File: src/rtl/vx_dispatch_arb_pkg.sv
// Shared constants for the dispatch arbiter slice.
//   PERF_CTR_BITS : width of performance counters
//   idx_width()   : index width for a requester count (never below 1)
package vx_dispatch_arb_pkg;

  localparam int PERF_CTR_BITS = 44;

  function automatic int idx_width(input int n);
    return (n > 1) ? $clog2(n) : 1;
  endfunction

endpackage

File: src/rtl/vx_dispatch_arb_if.sv
// Dispatch bus between issue slices, arbiter and execute unit.
//   req_valid/req_data/req_eop/req_ready : per-slice request side
//   out_valid/out_data/out_eop/out_idx/out_ready : execute-unit side
// modport master : issue slices + execute unit (drive requests, accept output)
// modport slave  : the arbiter
interface vx_dispatch_arb_if
  import vx_dispatch_arb_pkg::*;
#(
  parameter int NUM_REQS = 4,
  parameter int DATAW    = 64
);
  localparam int IDXW = idx_width(NUM_REQS);

  logic [NUM_REQS-1:0]       req_valid;
  logic [NUM_REQS*DATAW-1:0] req_data;
  logic [NUM_REQS-1:0]       req_eop;
  logic [NUM_REQS-1:0]       req_ready;
  logic                      out_valid;
  logic [DATAW-1:0]          out_data;
  logic                      out_eop;
  logic [IDXW-1:0]           out_idx;
  logic                      out_ready;

  modport master (
    output req_valid, req_data, req_eop, out_ready,
    input  req_ready, out_valid, out_data, out_eop, out_idx
  );

  modport slave (
    input  req_valid, req_data, req_eop, out_ready,
    output req_ready, out_valid, out_data, out_eop, out_idx
  );
endinterface

File: src/rtl/vx_dispatch_arb_rr_select.sv
// Rotating find-first: first set bit of valid_i searching upward from ptr_i,
// wrapping modulo N. Purely combinational.
//   valid_i       : request vector
//   ptr_i         : search start position (< N)
//   grant_valid_o : some request found
//   grant_idx_o   : index of the found request
module vx_dispatch_arb_rr_select #(
  parameter int N    = 4,
  parameter int IDXW = 2
) (
  input  logic [N-1:0]    valid_i,
  input  logic [IDXW-1:0] ptr_i,
  output logic            grant_valid_o,
  output logic [IDXW-1:0] grant_idx_o
);
  int unsigned idx;

  always_comb begin
    grant_valid_o = 1'b0;
    grant_idx_o   = '0;
    idx           = 0;
    for (int unsigned k = 0; k < int'(N); k++) begin
      idx = 32'(ptr_i) + k;
      if (idx >= int'(N)) idx = idx - int'(N);
      if (!grant_valid_o && valid_i[IDXW'(idx)]) begin
        grant_valid_o = 1'b1;
        grant_idx_o   = IDXW'(idx);
      end
    end
  end
endmodule

File: src/rtl/vx_dispatch_arb.sv
// Round-robin dispatch arbiter: NUM_REQS issue slices share one registered
// execute-unit dispatch port. Multi-beat packets hold the grant until eop.
//   clk         : clock, rising edge
//   reset       : asynchronous, active-low
//   bus         : dispatch interface (slave modport)
//   perf_stalls : cycles with a pending request but no transfer (wraps)
module vx_dispatch_arb
  import vx_dispatch_arb_pkg::*;
#(
  parameter int NUM_REQS = 4,
  parameter int DATAW    = 64
) (
  input  logic                     clk,
  input  logic                     reset,
  vx_dispatch_arb_if.slave         bus,
  output logic [PERF_CTR_BITS-1:0] perf_stalls
);
  localparam int IDXW = idx_width(NUM_REQS);

  logic                     out_valid_q;
  logic [DATAW-1:0]         out_data_q;
  logic                     out_eop_q;
  logic [IDXW-1:0]          out_idx_q;
  logic [IDXW-1:0]          rr_ptr_q, rr_ptr_d;
  logic                     lock_q;
  logic [IDXW-1:0]          lock_idx_q;
  logic [PERF_CTR_BITS-1:0] perf_q;

  logic                     rr_valid;
  logic [IDXW-1:0]          rr_idx;
  logic                     grant_valid;
  logic [IDXW-1:0]          grant_idx;
  logic                     slot_free;
  logic                     fire;
  logic                     sel_eop;
  logic [DATAW-1:0]         sel_data;

  vx_dispatch_arb_rr_select #(
    .N    (NUM_REQS),
    .IDXW (IDXW)
  ) u_rr_select (
    .valid_i       (bus.req_valid),
    .ptr_i         (rr_ptr_q),
    .grant_valid_o (rr_valid),
    .grant_idx_o   (rr_idx)
  );

  // A locked packet owns the port; others wait even if the owner idles.
  always_comb begin
    grant_valid = rr_valid;
    grant_idx   = rr_idx;
    if (lock_q) begin
      grant_valid = bus.req_valid[lock_idx_q];
      grant_idx   = lock_idx_q;
    end
  end

  assign slot_free = !out_valid_q || bus.out_ready;
  assign fire      = grant_valid && slot_free && reset;
  assign sel_eop   = bus.req_eop[grant_idx];

  always_comb begin
    sel_data = '0;
    for (int unsigned k = 0; k < int'(NUM_REQS); k++) begin
      if (grant_idx == IDXW'(k)) sel_data = bus.req_data[k*DATAW +: DATAW];
    end
  end

  always_comb begin
    bus.req_ready = '0;
    if (fire) bus.req_ready[grant_idx] = 1'b1;
  end

  always_comb begin
    rr_ptr_d = rr_ptr_q;
    if (fire && sel_eop) begin
      rr_ptr_d = (grant_idx == IDXW'(NUM_REQS - 1)) ? '0 : grant_idx + 1'b1;
    end
  end

  always_ff @(posedge clk or negedge reset) begin
    if (!reset) begin
      out_valid_q <= 1'b0;
      out_data_q  <= '0;
      out_eop_q   <= 1'b0;
      out_idx_q   <= '0;
      rr_ptr_q    <= '0;
      lock_q      <= 1'b0;
      lock_idx_q  <= '0;
      perf_q      <= '0;
    end else begin
      rr_ptr_q <= rr_ptr_d;
      // Load and drain in the same cycle keeps out_valid high: no bubble.
      if (fire) begin
        out_valid_q <= 1'b1;
        out_data_q  <= sel_data;
        out_eop_q   <= sel_eop;
        out_idx_q   <= grant_idx;
        lock_q      <= !sel_eop;
        lock_idx_q  <= grant_idx;
      end else if (bus.out_ready) begin
        out_valid_q <= 1'b0;
      end
      if ((|bus.req_valid) && !fire) perf_q <= perf_q + 1'b1;
    end
  end

  assign bus.out_valid = out_valid_q;
  assign bus.out_data  = out_data_q;
  assign bus.out_eop   = out_eop_q;
  assign bus.out_idx   = out_idx_q;
  assign perf_stalls   = perf_q;
endmodule
File: src/flat_wrapper.sv
// flat-port wrapper written by rule: the top's interface ports become plain ports
module vx_dispatch_arb_flat import vx_dispatch_arb_pkg::*;
#(
  parameter int NUM_REQS = 4,
  parameter int DATAW    = 64
)
  (clk, reset, perf_stalls, bus_req_valid, bus_req_data, bus_req_eop, bus_out_ready, bus_req_ready, bus_out_valid, bus_out_data, bus_out_eop, bus_out_idx);
  vx_dispatch_arb_if #(.NUM_REQS(NUM_REQS), .DATAW(DATAW)) bus_i ();
  input  logic clk;
  input  logic reset;
  output logic [PERF_CTR_BITS-1:0] perf_stalls;
  input wire logic [$bits(bus_i.req_valid)-1:0] bus_req_valid;
  input wire logic [$bits(bus_i.req_data)-1:0] bus_req_data;
  input wire logic [$bits(bus_i.req_eop)-1:0] bus_req_eop;
  input wire logic [$bits(bus_i.out_ready)-1:0] bus_out_ready;
  output wire logic [$bits(bus_i.req_ready)-1:0] bus_req_ready;
  output wire logic [$bits(bus_i.out_valid)-1:0] bus_out_valid;
  output wire logic [$bits(bus_i.out_data)-1:0] bus_out_data;
  output wire logic [$bits(bus_i.out_eop)-1:0] bus_out_eop;
  output wire logic [$bits(bus_i.out_idx)-1:0] bus_out_idx;
  assign bus_i.req_valid = bus_req_valid;
  assign bus_i.req_data = bus_req_data;
  assign bus_i.req_eop = bus_req_eop;
  assign bus_i.out_ready = bus_out_ready;
  assign bus_req_ready = bus_i.req_ready;
  assign bus_out_valid = bus_i.out_valid;
  assign bus_out_data = bus_i.out_data;
  assign bus_out_eop = bus_i.out_eop;
  assign bus_out_idx = bus_i.out_idx;
  vx_dispatch_arb #(.NUM_REQS(NUM_REQS), .DATAW(DATAW)) u_core (.clk(clk), .reset(reset), .bus(bus_i), .perf_stalls(perf_stalls));
endmodule
File: config.mk
export PLATFORM = sky130hd
export DESIGN_NAME = vx_dispatch_arb_flat
export DESIGN_NICKNAME = d
export VERILOG_FILES = /design/src/rtl/vx_dispatch_arb_pkg.sv /design/src/rtl/vx_dispatch_arb_if.sv /design/src/rtl/vx_dispatch_arb_rr_select.sv /design/src/rtl/vx_dispatch_arb.sv /design/src/flat_wrapper.sv
export SDC_FILE = /design/constraint.sdc
export NUM_CORES = 1
export LEC_CHECK = 0
export BUFFER_PORTS_ARGS = -buffer_cell sky130_fd_sc_hd__buf_2
export CORE_AREA = 3 3 148 150
export CTS_BUF_LIST = sky130_fd_sc_hd__clkbuf_4
export DETAILED_ROUTE_END_ITERATION = 10
export DIE_AREA = 0 0 151 153
export HOLD_SLACK_MARGIN = 0.1
export PLACE_DENSITY = 0.65
export SYNTH_ARGS = -nofsm -noshare
export SYNTH_HDL_FRONTEND = slang
export SYNTH_SLANG_ARGS = --single-unit
File: constraint.sdc
create_clock -name clk -period 3.1 [get_ports clk]
set_input_delay 0.62 -clock clk [delete_from_list [all_inputs] [get_ports clk]]
set_output_delay 0.62 -clock clk [all_outputs]
set_load 0.05 [all_outputs]
==> flow_metrics.env <==
export IMPL_routed_via_density=4.95
export IMPL_areaGrowthSynthToFinish_pct=43.9
export IMPL_cellLeakagePower_nw=4.77
export IMPL_vias=7274
export IMPL_final_net_count=1452
export IMPL_netlist_area_sq_um=6540
export IMPL_synth_most_common_cell="nor2_1"
export IMPL_max_stage_delay_ps=470
export IMPL_status="complete, no violations"
export IMPL_cts_root_buf="clkbuf_4"
export IMPL_finalSetupViolCount=0
export IMPL_die_area_sq_um=23100
export IMPL_cts_buffers=17
export IMPL_seq_area_frac_synth_pct=44.0
export IMPL_ys_ff_latch=115
export IMPL_required_ps=2480
export IMPL_final_layout_size_suffix_gt1_share_pct=40.5
export IMPL_slew_violations=0
export IMPL_ir_drop_v=0.000554
export IMPL_dpl_hpwl_um=19400
export IMPL_antenna_found_initial=2
export IMPL_routed_wl_um=24700
export IMPL_synth_async_reset_ratio_pct=100
export IMPL_drt_iter0_drc=365
export IMPL_row_count=53
export IMPL_worst_pin_slew_ps=903
export IMPL_cp_startpoint="u_core.rr_ptr_q[1]$_DFFE_PN0P_"
export IMPL_fin_crit_ps=3020
export IMPL_grt_max_degree=95
export IMPL_clockBufferDepth=2
export IMPL_first_global_vias=6959
export IMPL_path_cells="and3b_2 > o41ai_4 > buf_4 > ha_4 > buf_12 > and2_4 > buf_8"
export IMPL_hold_violations=0
export IMPL_maxSlewHeadroom_pct=39.8
export IMPL_power_density_nw_per_um2=1210
export IMPL_rr_startpoint="u_core.rr_ptr_q[1]$_DFFE_PN0P_"
export IMPL_synth_ff_type="dfrtp_1"
export IMPL_path_max_fanout=7
export IMPL_die_w_um=151
export IMPL_max_freq_mhz=331
export IMPL_clk_latency_ps=520
export IMPL_grt_pass1_wl_um=37100
export IMPL_core_sq_um=20800
export IMPL_worst_setup_path_end_kind="output pin"
export IMPL_synth_warnings=0
export IMPL_rsz0062_at_grt="yes"
export IMPL_io_buffer_count=382
export IMPL_yosys_top_cells_area="dfrtp_1 44%, a21oi_1 15%, nor2_1 11%"
export IMPL_drt_first_pass_iters=4
export IMPL_hold_slack_ps=191
export IMPL_crit_arrival_ps=2400
export IMPL_synth_top_cell_area_share_pct=44.0
export IMPL_clk_pin_slew_ps=140
export IMPL_tritoncts="yes"
export IMPL_critPathTopFamily="flip-flops"
export IMPL_setup_worst_path_class="reg -> out"
export IMPL_critPathSlowestCell="dfrtp_2"
export IMPL_ys_top_cells_by_count="200 x nor2_1, 195 x a21oi_1, 115 x dfrtp_1, 64 x a22oi_1, 49 x clkbuf_1"
export IMPL_cts_sinks=115
export IMPL_final_cell_area_sq_um=9410
export IMPL_grtUsageTotal_pct=20.6
export IMPL_avgSynthCellArea_sq_um=8.15
export IMPL_route_detailed_drc=0
export IMPL_hold_path_class="in -> async"
export IMPL_ios=383
export IMPL_gp_congestion=0.974
export IMPL_start_kind="register"
export IMPL_finalClockSkew_ps=21.2
export IMPL_yosysUniqueCellTypes=43
export IMPL_drtAntennaViolNets=0
export IMPL_place_area_sq_um=8900
export IMPL_crit_buf_inv=3
export IMPL_h_tree_depth=4
export IMPL_synth_nets=1075
export IMPL_max_cap_violations=0
export IMPL_post_route_period_util_pct=97.6
export IMPL_r2r_slack_ps=220
export IMPL_die_h_um=153
export IMPL_synth_edf_count=0
export IMPL_initial_core_util_pct=31.4
export IMPL_syn_inst=803
export IMPL_yosysTopAreaCell="dfrtp_1"
export IMPL_grt_overflow=0
export IMPL_wl_per_cell_um=16.8
==> kinds of logic after synthesis <==
group / Yosys count / share of synthesized area [%]
compound gates: 271 / 23.6
xor+xnor: 43 / 5.76
buf+inv: 71 / 4.23
mux: 6 / 1.15
simple gates: 292 / 20.3
flops: 115 / 44.0
fa+ha+maj: 5 / 0.956
==> path summary, 6_finish.rpt <==
kind	endpoint	depth (start not counted)
max	bus_req_ready[1]	7
min	u_core.perf_stalls[13]$_DFFE_PN0P_	2
max reg2reg	u_core.bus.out_data[21]$_DFFE_PN0P_	13
min reg2reg	u_core.perf_stalls[43]$_DFFE_PN0P_	1
max in group asynchronous	u_core.bus.out_data[58]$_DFFE_PN0P_	3
min in group clk	u_core.bus.out_data[61]$_DFFE_PN0P_	3
==> layer usage <==
metal  GRT usage [%]  wire, um
met5               0         0
met2            35.6     12500
met3            4.92      1610
met4            5.44       457
met1            25.6     10100
==> metrics by stage <==
| step | setup TNS, ps | std cells | total power (W) | util, % | setup WS [ps] |
|---|---|---|---|---|---|
| after floorplan | 0 | 803 | 0.00767 | - | 23.9 |
| after global placement | 0 | 1426 | 0.00979 | 42.7 | 118 |
| after detailed placement | 0 | 1426 | 0.00987 | 42.7 | 29.5 |
| after CTS | -36.0 | 1460 | 0.0114 | 44.7 | -35.6 |
| after global routing | -183 | 1470 | 0.0123 | 45.2 | -62.3 |
| final | 0 | 1470 | 0.0114 | 45.2 | 75.7 |
==> cell usage in the layout, fill, tap and decap left out, drive strengths merged, types with 3 or more instances in the layout <==
cell,instances
a21oi,195
nand2,21
o21ai,3
clkinv,3
xor2,17
clkbuf,17
ha,5
and2,4
bufinv,4
nor4,3
nor2,203
inv,18
nand3,17
buf,419
nor2b,4
and3,11
xnor2,26
nand2b,3
nor3,11
a22oi,64
mux2i,3
nand4,10
dfrtp,115
==> report_power, final <==
part	leakage (nW)	total, W	internal (W)	switching, W
clock network	0.186	0.00135	0.000668	0.000679
registers	1.40	0.00238	0.00204	0.000340
logic	3.19	0.00767	0.00253	0.00514
==> registers in the layout (all words and copies together) (netlist names) <==
| signal | flops |
|---|---|
| u_core.bus.out_eop | 1 |
| u_core.bus.out_data | 64 |
| u_core.lock_q | 1 |
| u_core.bus.out_idx | 2 |
| u_core.rr_ptr_q | 2 |
| u_core.bus.out_valid | 1 |
| u_core.perf_stalls | 44 |
==> cell type report <==
cell class | count | area (sq um)
fillers | 2152 | 11400
clock buffers | 17 | 128
well taps | 275 | 344
clock inverters | 15 | 218
multi-input cells | 617 | 3490
inverters | 10 | 37.5
diodes | 2 | 5.00
flip-flops and latches | 115 | 2880
repair buffers | 419 | 2310
==> repair_timing <==
item,CTS,global route
setup buffers,2,8
hold buffers,0,0
setup endpoints to repair,3,4
pin swaps,3,4
cloned,0,0
gates resized for setup,12,12
Power figures use the tool's default switching activity.
